--- config.mk ---
export PLATFORM = sky130hd
export DESIGN_NAME = lcd_display_scheduler
export DESIGN_NICKNAME = d
export VERILOG_FILES = /design/src/rtl/lcd_display_scheduler.sv
export SDC_FILE = /design/constraint.sdc
export NUM_CORES = 1
export LEC_CHECK = 0
export ABC_AREA = 1
export CAP_MARGIN = 30
export CORE_MARGIN = 2
export CORE_UTILIZATION = 41
export DETAILED_ROUTE_END_ITERATION = 6
export GPL_ROUTABILITY_DRIVEN = 0
export GPL_TIMING_DRIVEN = 0
export PLACE_DENSITY_LB_ADDON = 0.1
export REMOVE_ABC_BUFFERS = 1
export SLEW_MARGIN = 20
export SYNTH_ARGS = -nofsm -noshare
export SYNTH_HDL_FRONTEND = slang
export SYNTH_SLANG_ARGS = --single-unit
--- constraint.sdc ---
create_clock -name clk -period 2.18 [get_ports clk]
set_input_delay 0.654 -clock clk [delete_from_list [all_inputs] [get_ports clk]]
set_output_delay 0.654 -clock clk [all_outputs]
set_load 0.01 [all_outputs]
--- src/rtl/lcd_display_scheduler.sv ---
// lcd_display_scheduler
// Time-shares the 64-bit LCD display word between four requesters using a
// round-robin dwell scheduler, with a manual force override that pins the
// display to one source. All outputs are registered; a grant decided on an
// edge updates the shown index, the shown word and the pulses on that edge.
module lcd_display_scheduler #(
    parameter int DWELL_CYCLES = 100000000,
    parameter int TW           = 27
) (
    input  logic         clk,
    input  logic         rst,
    input  logic [3:0]   src_valid,
    input  logic [255:0] src_data,
    input  logic         force_en,
    input  logic [1:0]   force_sel,
    output logic [63:0]  disp_data,
    output logic [1:0]   disp_src,
    output logic         disp_update,
    output logic [3:0]   src_ack
);

    typedef enum logic [1:0] {
        IDLE  = 2'd0,
        SHOW  = 2'd1,
        FORCE = 2'd2
    } state_t;

    localparam logic [TW-1:0] DWELL_LAST = TW'(DWELL_CYCLES - 1);

    // Round-robin search: first set bit of req starting at ptr+1 and wrapping.
    // Result is {found, index}. Iterating from the farthest candidate down to
    // ptr+1 lets the nearest candidate overwrite the others.
    function automatic logic [2:0] rr_pick(input logic [3:0] req, input logic [1:0] ptr);
        logic [1:0] idx;
        logic [2:0] res;
        res = 3'b000;
        for (int k = 3; k >= 0; k--) begin
            idx = ptr + 2'(k + 1);
            if (req[idx]) begin
                res = {1'b1, idx};
            end
        end
        return res;
    endfunction

    // Select one 64-bit source word out of the packed source bus.
    function automatic logic [63:0] word_of(input logic [255:0] data, input logic [1:0] idx);
        return data[{idx, 6'd0} +: 64];
    endfunction

    state_t        state_q, state_d;
    logic [TW-1:0] timer_q, timer_d;
    logic [1:0]    rr_ptr_q, rr_ptr_d;
    logic [63:0]   disp_data_q, disp_data_d;
    logic [1:0]    disp_src_q, disp_src_d;
    logic          disp_update_q, disp_update_d;
    logic [3:0]    src_ack_q, src_ack_d;

    logic          cur_valid;
    logic [3:0]    other_valid;
    logic [2:0]    pick_any;
    logic [2:0]    pick_other;
    logic          do_grant;
    logic [1:0]    grant_idx;
    logic          do_force;

    // Candidate selection shared by IDLE grants, dwell expiry and force release.
    // In SHOW and FORCE rr_ptr always equals the shown index, so searching the
    // other sources from rr_ptr+1 visits them in round-robin order.
    always_comb begin
        cur_valid   = src_valid[disp_src_q];
        other_valid = src_valid & ~(4'b0001 << disp_src_q);
        pick_any    = rr_pick(src_valid, rr_ptr_q);
        pick_other  = rr_pick(other_valid, rr_ptr_q);
    end

    // Next-state and output decode; force and grant actions are applied after
    // the per-state decision so every path updates the registers the same way.
    always_comb begin
        state_d       = state_q;
        timer_d       = timer_q;
        rr_ptr_d      = rr_ptr_q;
        disp_data_d   = disp_data_q;
        disp_src_d    = disp_src_q;
        disp_update_d = 1'b0;
        src_ack_d     = 4'b0000;
        do_grant      = 1'b0;
        grant_idx     = pick_any[1:0];
        do_force      = 1'b0;

        case (state_q)
            IDLE: begin
                // Force has priority over a pending grant.
                if (force_en) begin
                    do_force = 1'b1;
                end else if (pick_any[2]) begin
                    do_grant  = 1'b1;
                    grant_idx = pick_any[1:0];
                end
            end

            SHOW: begin
                if (force_en) begin
                    do_force = 1'b1;
                end else if (timer_q == DWELL_LAST) begin
                    if (pick_other[2]) begin
                        do_grant  = 1'b1;
                        grant_idx = pick_other[1:0];
                    end else if (cur_valid) begin
                        // Sole requester keeps the display silently.
                        timer_d     = '0;
                        disp_data_d = word_of(src_data, disp_src_q);
                    end else begin
                        state_d = IDLE;
                        timer_d = '0;
                    end
                end else begin
                    // A source that drops mid-dwell keeps the display (frozen
                    // word) until expiry.
                    timer_d = timer_q + TW'(1);
                    if (cur_valid) begin
                        disp_data_d = word_of(src_data, disp_src_q);
                    end
                end
            end

            FORCE: begin
                if (force_en) begin
                    do_force = 1'b1;
                end else if (cur_valid) begin
                    state_d     = SHOW;
                    timer_d     = '0;
                    disp_data_d = word_of(src_data, disp_src_q);
                end else if (pick_other[2]) begin
                    // Release onto an invalid source behaves like an expiry.
                    do_grant  = 1'b1;
                    grant_idx = pick_other[1:0];
                end else begin
                    state_d = IDLE;
                    timer_d = '0;
                end
            end

            default: begin
                state_d = IDLE;
                timer_d = '0;
            end
        endcase

        if (do_force) begin
            state_d       = FORCE;
            timer_d       = '0;
            rr_ptr_d      = force_sel;
            disp_src_d    = force_sel;
            disp_data_d   = word_of(src_data, force_sel);
            disp_update_d = (force_sel != disp_src_q);
        end

        if (do_grant) begin
            state_d       = SHOW;
            timer_d       = '0;
            rr_ptr_d      = grant_idx;
            disp_src_d    = grant_idx;
            disp_data_d   = word_of(src_data, grant_idx);
            src_ack_d     = 4'b0001 << grant_idx;
            disp_update_d = (grant_idx != disp_src_q);
        end
    end

    // State, timer, pointer and output registers; reset is asynchronous so a
    // mid-dwell reset clears the display without waiting for a clock edge.
    always_ff @(posedge clk or negedge rst) begin
        if (!rst) begin
            state_q       <= IDLE;
            timer_q       <= '0;
            rr_ptr_q      <= 2'd3;
            disp_data_q   <= '0;
            disp_src_q    <= 2'd0;
            disp_update_q <= 1'b0;
            src_ack_q     <= 4'b0000;
        end else begin
            state_q       <= state_d;
            timer_q       <= timer_d;
            rr_ptr_q      <= rr_ptr_d;
            disp_data_q   <= disp_data_d;
            disp_src_q    <= disp_src_d;
            disp_update_q <= disp_update_d;
            src_ack_q     <= src_ack_d;
        end
    end

    assign disp_data   = disp_data_q;
    assign disp_src    = disp_src_q;
    assign disp_update = disp_update_q;
    assign src_ack     = src_ack_q;

endmodule

==> results.txt, run 1 <==
dpl ws: -2.53 ns
GR Util met3: 10.7%
sequential area share after synthesis: 29.5%
CTS max path bufs: 2
worst rel slew slack: 72.7%
Mapped Area: 8650 um^2
crit path capture type: flip-flop
top cells by area, synth: dfrtp_1, nand2_1, nand3_1
GRT Max-Usage Layer: met2
CP Depth: 21
hold buffers post-CTS: 0
EDFF count, synth: 0
Layout Nets: 2202
f_max: 334 MHz
met1 Use GR: 46.1%
worst-path maximum fanout: 15
Yosys top cell area share: 28.9%
area leader, netlist: dfrtp_1
# port buffers: 335
Syn Inst Count: 1486
crit path cell chain: inv_1, nand2_1, nand3_2, nand2_4, nand2_4, nand2_4, nor2_4, nand2_4, nand2_2, nand2_1, nand2_2, nand2_4, nand3_4, buf_12, buf_4, bufbuf_16, nand3_1, nand3_2, nand2_2, nand2_2, nand2_1
initial core utilization: 41.4%
Num CTS Buffers: 9
Arr. time, crit path: 3.25 ns
Worst R2R End: disp_data[43]$_DFFE_PN0P_
RSZ-0062 raised after global routing: yes
core area: 20900 um^2
# clock sinks: 102
top_reg_cell synth: dfrtp_1
Slew @ Worst Pin: 0.410 ns
Max VDD drop: 1.06 mV
Setup TNS: -62.02 ns
full die area: 22300 um^2
skew final: 0.0174 ns
worst setup margin: -0.811 ns
Critical Path Start Type: flip-flop
CTS clk-pin slew, worst paths: 0.08 ns
Fin. Hold Viols: 0
overall power: 28.5 mW
gr usage total: 39.1%
Die Span X: 149 um
wire length per cell: 21.7 um
antenna viol nets, final: 0
yosys warns: 0
via count: 12470
Post-synth ARST share: 100%
cell area power density: 1780 nW/um^2
cell mode on critical path: nand2_4
Std-Cell Rows: 53
largest net degree at the start of global routing: 67
Max H-tree Level: 3
status: finished, violations left
Worst EP required: 2.44 ns
CTS Root Cell: clkbuf_16
total leakage power: 8.29 nW
failing checks: setup timing
synthesized flop and latch total: 102
flop2flop setup slack: -0.81 ns
DRT iter0 DRCs: 1445
Worst Setup SP: disp_src[0]$_DFFE_PN0P_
reg2reg start: disp_src[0]$_DFFE_PN0P_
met2 usage: 64.6%
CP peak stage delay: 0.46 ns
# setup viols final: 102
vias per cell: 5.62
Max Cap Violations: 0
post-detail-place hpwl: 22.5 mm
CP delay by family, top: simple AND/OR/NAND/NOR gates
most frequent cell after synthesis: nand2_1
Bufs and invs on worst path: 4
crit path kind: flip-flop to flip-flop
Min Clock Period, post-route: 2.99 ns
vias in the first global route: 11506
number of library cell types mapped by synthesis: 34
average cell area after synthesis: 5.82 um^2
TritonCTS clock tree: yes
IO Pins: 336
Pre-antenna DRT Iters: 6
DRC: 0
critical path's slowest cell: dfrtp_2
Post-synth top cells: nand2_1, inv_1, nand3_1
Critical Path End: disp_data[43]$_DFFE_PN0P_
Die H: 149 um
R2R cell count: 21
antenna violations before repair: 8
Clk Latency, worst-skew pair: 0.37 ns
Hold Crit Class: input port to asynchronous set/reset pin
fraction of layout cells with a size suffix above 1: 24.4%
Syn-to-layout area delta: 85.4%
Tcrit/Tclk final: 137%
Final Max Tran Viols: 0
first-pass GRT wire length: 66.0 mm
grt ovf: 0
Routed WL: 48.1 mm
-- state kept, by name, indices dropped and copies added, names as in the netlist --
register / flops
state_q: 2
disp_data: 64
disp_src: 2
disp_update: 1
src_ack: 4
rr_ptr_q: 2
timer_q: 27
-- per-stage QoR --
step	hold slack, ns	area [um^2]	cells	utilization (%)
3_3_place_gp	0.462	11900	2013	56.9
4_1_cts	0.214	15100	2179	72.2
5_1_grt	0.220	16000	2218	76.8
3_5_place_dp	0.464	12200	2028	58.2
2_1_floorplan	0.358	8190	1403	-
6_report	0.192	16000	2220	76.8
-- worst register-to-register path: cells and delay by family, from the launching register on --
family | cells | cell delay, ns
simple gates | 17 | 1.64
buf+inv | 4 | 0.77
flops | 1 | 0.46
-- final cells by class --
class                      instances  area, um^2
timing repair buffer             494        5470
clock buffer                      12         246
fill                            1471        4850
inverter                         320        1270
sequential                       102        2560
tap                              275         344
multi-input combinational        988        5750
antenna                            8        20.0
timing repair inverter            17         313
clock inverter                     4        70.1
-- layout by cell type, fill, tap and decap left out, types with 10 or more instances in the layout --
master / n
clkdlybuf4s50_1: 330
nand2_1: 374
nand2_2: 89
nand3_1: 236
clkbuf_16: 15
a21oi_1: 11
xor2_1: 13
o21ai_1: 13
nand3_2: 55
o21ai_0: 13
buf_12: 20
inv_1: 304
nand2_4: 46
dfrtp_1: 96
buf_16: 14
nand4_1: 14
inv_2: 10
buf_6: 29
nor2_1: 22
buf_4: 81
o21ai_2: 21
-- what timing repair did --
item | CTS | global route
gates resized for setup | 308 | 173
cloned | 39 | 9
buffers inserted | 99 | 33
pin swaps | 54 | 67
setup endpoints to repair | 102 | 102
-- logic make-up after synthesis --
group	Yosys count	synth area share [%]
compound gates	87	5.68
simple gates	874	43.4
flops	102	29.5
xor+xnor	15	1.52
buf+inv	403	19.2
fa+ha+maj	5	0.723
-- worst min path at each step --
stage / start / endpoint / depth (start not counted)
after CTS: rst / disp_src[0]$_DFFE_PN0P_ / 1
after global placement: disp_data[42]$_DFFE_PN0P_ / disp_data[42]$_DFFE_PN0P_ / 2
after detailed placement: disp_data[11]$_DFFE_PN0P_ / disp_data[11]$_DFFE_PN0P_ / 2
final: rst / disp_src[0]$_DFFE_PN0P_ / 1
after global routing: rst / timer_q[9]$_DFFE_PN0P_ / 1
after floorplan: rst / disp_data[0]$_DFFE_PN0P_ / 0
-- metal layers --
layer	wire length, um	part of all wire [%]
met1	16500	34
met2	22600	47
met3	5300	11
met4	3630	7.5
met5	13	0.027
-- power by group --
group          total (mW)  internal, mW  switching (mW)
combinational        23.4          9.97            13.5
sequential           3.23          2.71           0.516
clock                1.83          1.04           0.792
Note: power is estimated with default switching activity, not from simulation.
==> run 2, diff against run 1 <==
ABC_AREA = 0   (was 1)
CORE_UTILIZATION = 39   (was 41)
==> results.txt, run 2 <==
top cells by area, synth: dfrtp_1, a211oi_1, mux2i_1
Int Pwr: 11.8 mW (-14%)
worst rel slew slack: 52.8% (-20 points)
area leader, netlist: dfrtp_1
CTS max path bufs: 2 (unchanged)
EDFF count, synth: 0 (unchanged)
number of library cell types mapped by synthesis: 68 (+100%)
Clk pwr share: 8.1% (+1.7 points)
# setup viols final: 102 (unchanged)
Switching Fraction: 45.0% (-6.8 points)
Slew @ Worst Pin: 0.708 ns (+0.299 ns)
largest net degree at the start of global routing: 61 (-9.0%)
Syn Inst Count: 856 (-42%)
worst setup margin: -0.944 ns (-0.133 ns)
most common cell after layout, fill and taps aside: clkdlybuf4s50_1
synthesized flop and latch total: 102 (unchanged)
fraction of layout cells with a size suffix above 1: 29.9% (+5.5 points)
sequential cell fraction of total power: 14.7% (+3.4 points)
DRC: 0 (unchanged)
Routed WL: 37.7 mm (-22%)
crit path capture type: flip-flop
Fin. Hold Viols: 0 (unchanged)
most frequent cells in the layout: clkdlybuf4s50_1, a211oi_2, dfrtp_1
Min Clock Period, post-route: 3.12 ns (+0.133 ns)
core area: 18600 um^2 (-11%)
CTS Root Cell: clkbuf_16
Critical Path Start Type: flip-flop
Worst R2R End: disp_data[29]$_DFFE_PN0P_
post-detail-place hpwl: 21.4 mm (-5.2%)
cell area power density: 1530 nW/um^2 (-14%)
hold buffers post-CTS: 0 (unchanged)
overall power: 21.5 mW (-24%)
flop2flop setup slack: -0.94 ns (-0.13 ns)
Worst EP required: 2.43 ns (about the same)
Max VDD drop: 0.984 mV (-7.5%)
Max Cap Violations: 0 (unchanged)
yosys warns: 0 (unchanged)
first-pass GRT wire length: 51.6 mm (-22%)
fin cells: 1483 (-33%)
vias in the first global route: 8510 (-26%)
Gate power share: 77.2% (-5.1 points)
CTS clk-pin slew, worst paths: 0.08 ns (about the same)
antenna viol nets, final: 0 (unchanged)
Syn-to-layout area delta: 90.2%
status: finished, violations left
grt ovf: 0 (unchanged)
Post-synth top cells: a211oi_1, dfrtp_1, nor2_1
Clk Latency, worst-skew pair: 0.37 ns (about the same)
via count: 9023 (-28%)
vias per cell: 6.08 (+8.3%)
max FFs per register: 64 (unchanged)
Pre-antenna DRT Iters: 6 (unchanged)
top_reg_cell synth: dfrtp_1
gr usage total: 33.9% (-5.2 points)
antenna violations before repair: 3 (-5)
Max H-tree Level: 3 (unchanged)
Final Max Tran Viols: 0 (unchanged)
Num CTS Buffers: 9 (unchanged)
failing checks: setup timing
# port buffers: 335 (unchanged)
average cell area after synthesis: 8.61 um^2 (+48%)
initial core utilization: 39.5% (-1.9 points)
Layout Nets: 1512 (-31%)
R2R cell count: 12 (-43%)
Mapped Area: 7370 um^2 (-15%)
final core occ: 75.2% (-1.6 points)
skew final: 0.0133 ns (-0.00414 ns)
reg2reg start: disp_src[0]$_DFFE_PN0P_
crit path kind: flip-flop to flip-flop
sequential area share after synthesis: 34.7% (+5.1 points)
wire length per cell: 25.4 um (+17%)
Die H: 141 um (-5.2%)
Std-Cell Rows: 50 (-5.7%)
Worst Setup SP: disp_src[0]$_DFFE_PN0P_
full die area: 20000 um^2 (-10%)
# clock sinks: 102 (unchanged)
TritonCTS clock tree: yes
f_max: 320 MHz (-4.3%)
dpl cells: 1364 (-33%)
IO Pins: 336 (unchanged)
Yosys top cell area share: 34.0% (+5.0 points)
Arr. time, crit path: 3.37 ns (+0.12 ns)
Post-synth ARST share: 100% (unchanged)
total leakage power: 5.52 nW (-34%)
Psw: 9.69 mW (-34%)
Hold Crit Class: input port to asynchronous set/reset pin
DRT iter0 DRCs: 873 (-40%)
Tcrit/Tclk final: 143% (+6.1 points)
Die Span X: 141 um (-5.2%)
most frequent cell after synthesis: a211oi_1
RSZ-0062 raised after global routing: yes
worst-path maximum fanout: 7 (-8)
-- run 2: cell types whose count changed in the layout (fill, tap and decap cells not counted), sizes merged, moves of 19 or more --
cell,delta
nand2,-485
nand3,-289
inv,-247
a211oi,+193
mux2i,+67
nor2,+46
buf,-34
a21oi,+19
-- run 2: kinds of logic (layout without fill, tap and decap cells) --
kind of cell / count (synthesis) / count (layout) / share of synthesized area [%]
adder cells (fa/ha/maj): 6 / 6 / 0.985
AO/OA/AOI/OAI: 332 / 334 / 32.8
other: 0 / 2 / 0
XOR/XNOR: 4 / 4 / 0.475
buffers and inverters: 157 / 545 / 9.61
flip-flops: 102 / 102 / 34.7
AND/OR/NAND/NOR: 187 / 188 / 12.0
multiplexers: 68 / 68 / 9.40
-- run 2: worst max-delay path, cell delays in order (launching register included) --
cell and delay, ns:
dfrtp_4 0.50, or4b_4 0.50, o2bb2ai_4 0.30, nor2_4 0.08
o221a_4 0.31, o22ai_4 0.21, buf_16 0.15, a21o_4 0.11
buf_16 0.15, buf_12 0.14, buf_16 0.13, mux2i_1 0.31
a211oi_2 0.11
-- run 2: stage by stage --
step	hold slack (ns)	TNS, ns	instance area (um^2)	setup WS (ns)
2_1_floorplan	0.358	-327.80	6950	-4.64
3_3_place_gp	0.516	-997.44	10600	-8.42
3_5_place_dp	0.516	-217.71	11100	-2.84
4_1_cts	0.237	-56.89	13100	-0.798
5_1_grt	0.255	-73.98	14000	-0.999
6_report	0.225	-66.89	14000	-0.944
-- run 2: final cells by class --
| class | count | area (um^2) |
|---|---|---|
| clock buffer | 11 | 243 |
| tap | 234 | 293 |
| sequential | 102 | 2570 |
| inverter | 77 | 289 |
| clock inverter | 5 | 63.8 |
| fill | 1224 | 4630 |
| antenna | 2 | 5.00 |
| multi-input combinational | 600 | 5430 |
| timing repair buffer | 452 | 5130 |
-- run 2: how the worst max path moves through the flow --
stage / cells after the start / to / slack (ns)
floorplan: 7 / disp_data[18]$_DFFE_PN0P_ / -4.64
global placement: 8 / disp_data[58]$_DFFE_PN0P_ / -8.42
detailed placement: 12 / disp_data[35]$_DFFE_PN0P_ / -2.84
CTS: 12 / disp_data[0]$_DFFE_PN0P_ / -0.80
global route: 13 / disp_data[30]$_DFFE_PN0P_ / -1.0
finish: 12 / disp_data[29]$_DFFE_PN0P_ / -0.94
-- run 2: power groups by stage --
stage	Sequential [mW]	Combinational [mW]	Clock [mW]
after CTS	3.11	14.6	1.75
final	3.15	16.6	1.74
after global routing	3.22	17.3	1.81
after detailed placement	3.21	10.5	0
after floorplan	3.43	4.61	0
after global placement	3.10	7.48	0
-- run 2: metal layers --
| metal | part of all wire [%] | global-route usage, % | routed length, um |
|---|---|---|---|
| met1 | 37 | 42.2 | 13900 |
| met2 | 51 | 59.4 | 19200 |
| met3 | 8.8 | 8.27 | 3330 |
| met4 | 3.2 | 8.26 | 1220 |
| met5 | 0 | 0 | 0 |
-- run 2: repair_timing --
action / in CTS / in global routing
buffers inserted: 52 / 28
cloned: 19 / 6
setup endpoints to repair: 104 / 103
pin swaps: 76 / 56
gates resized for setup: 194 / 157
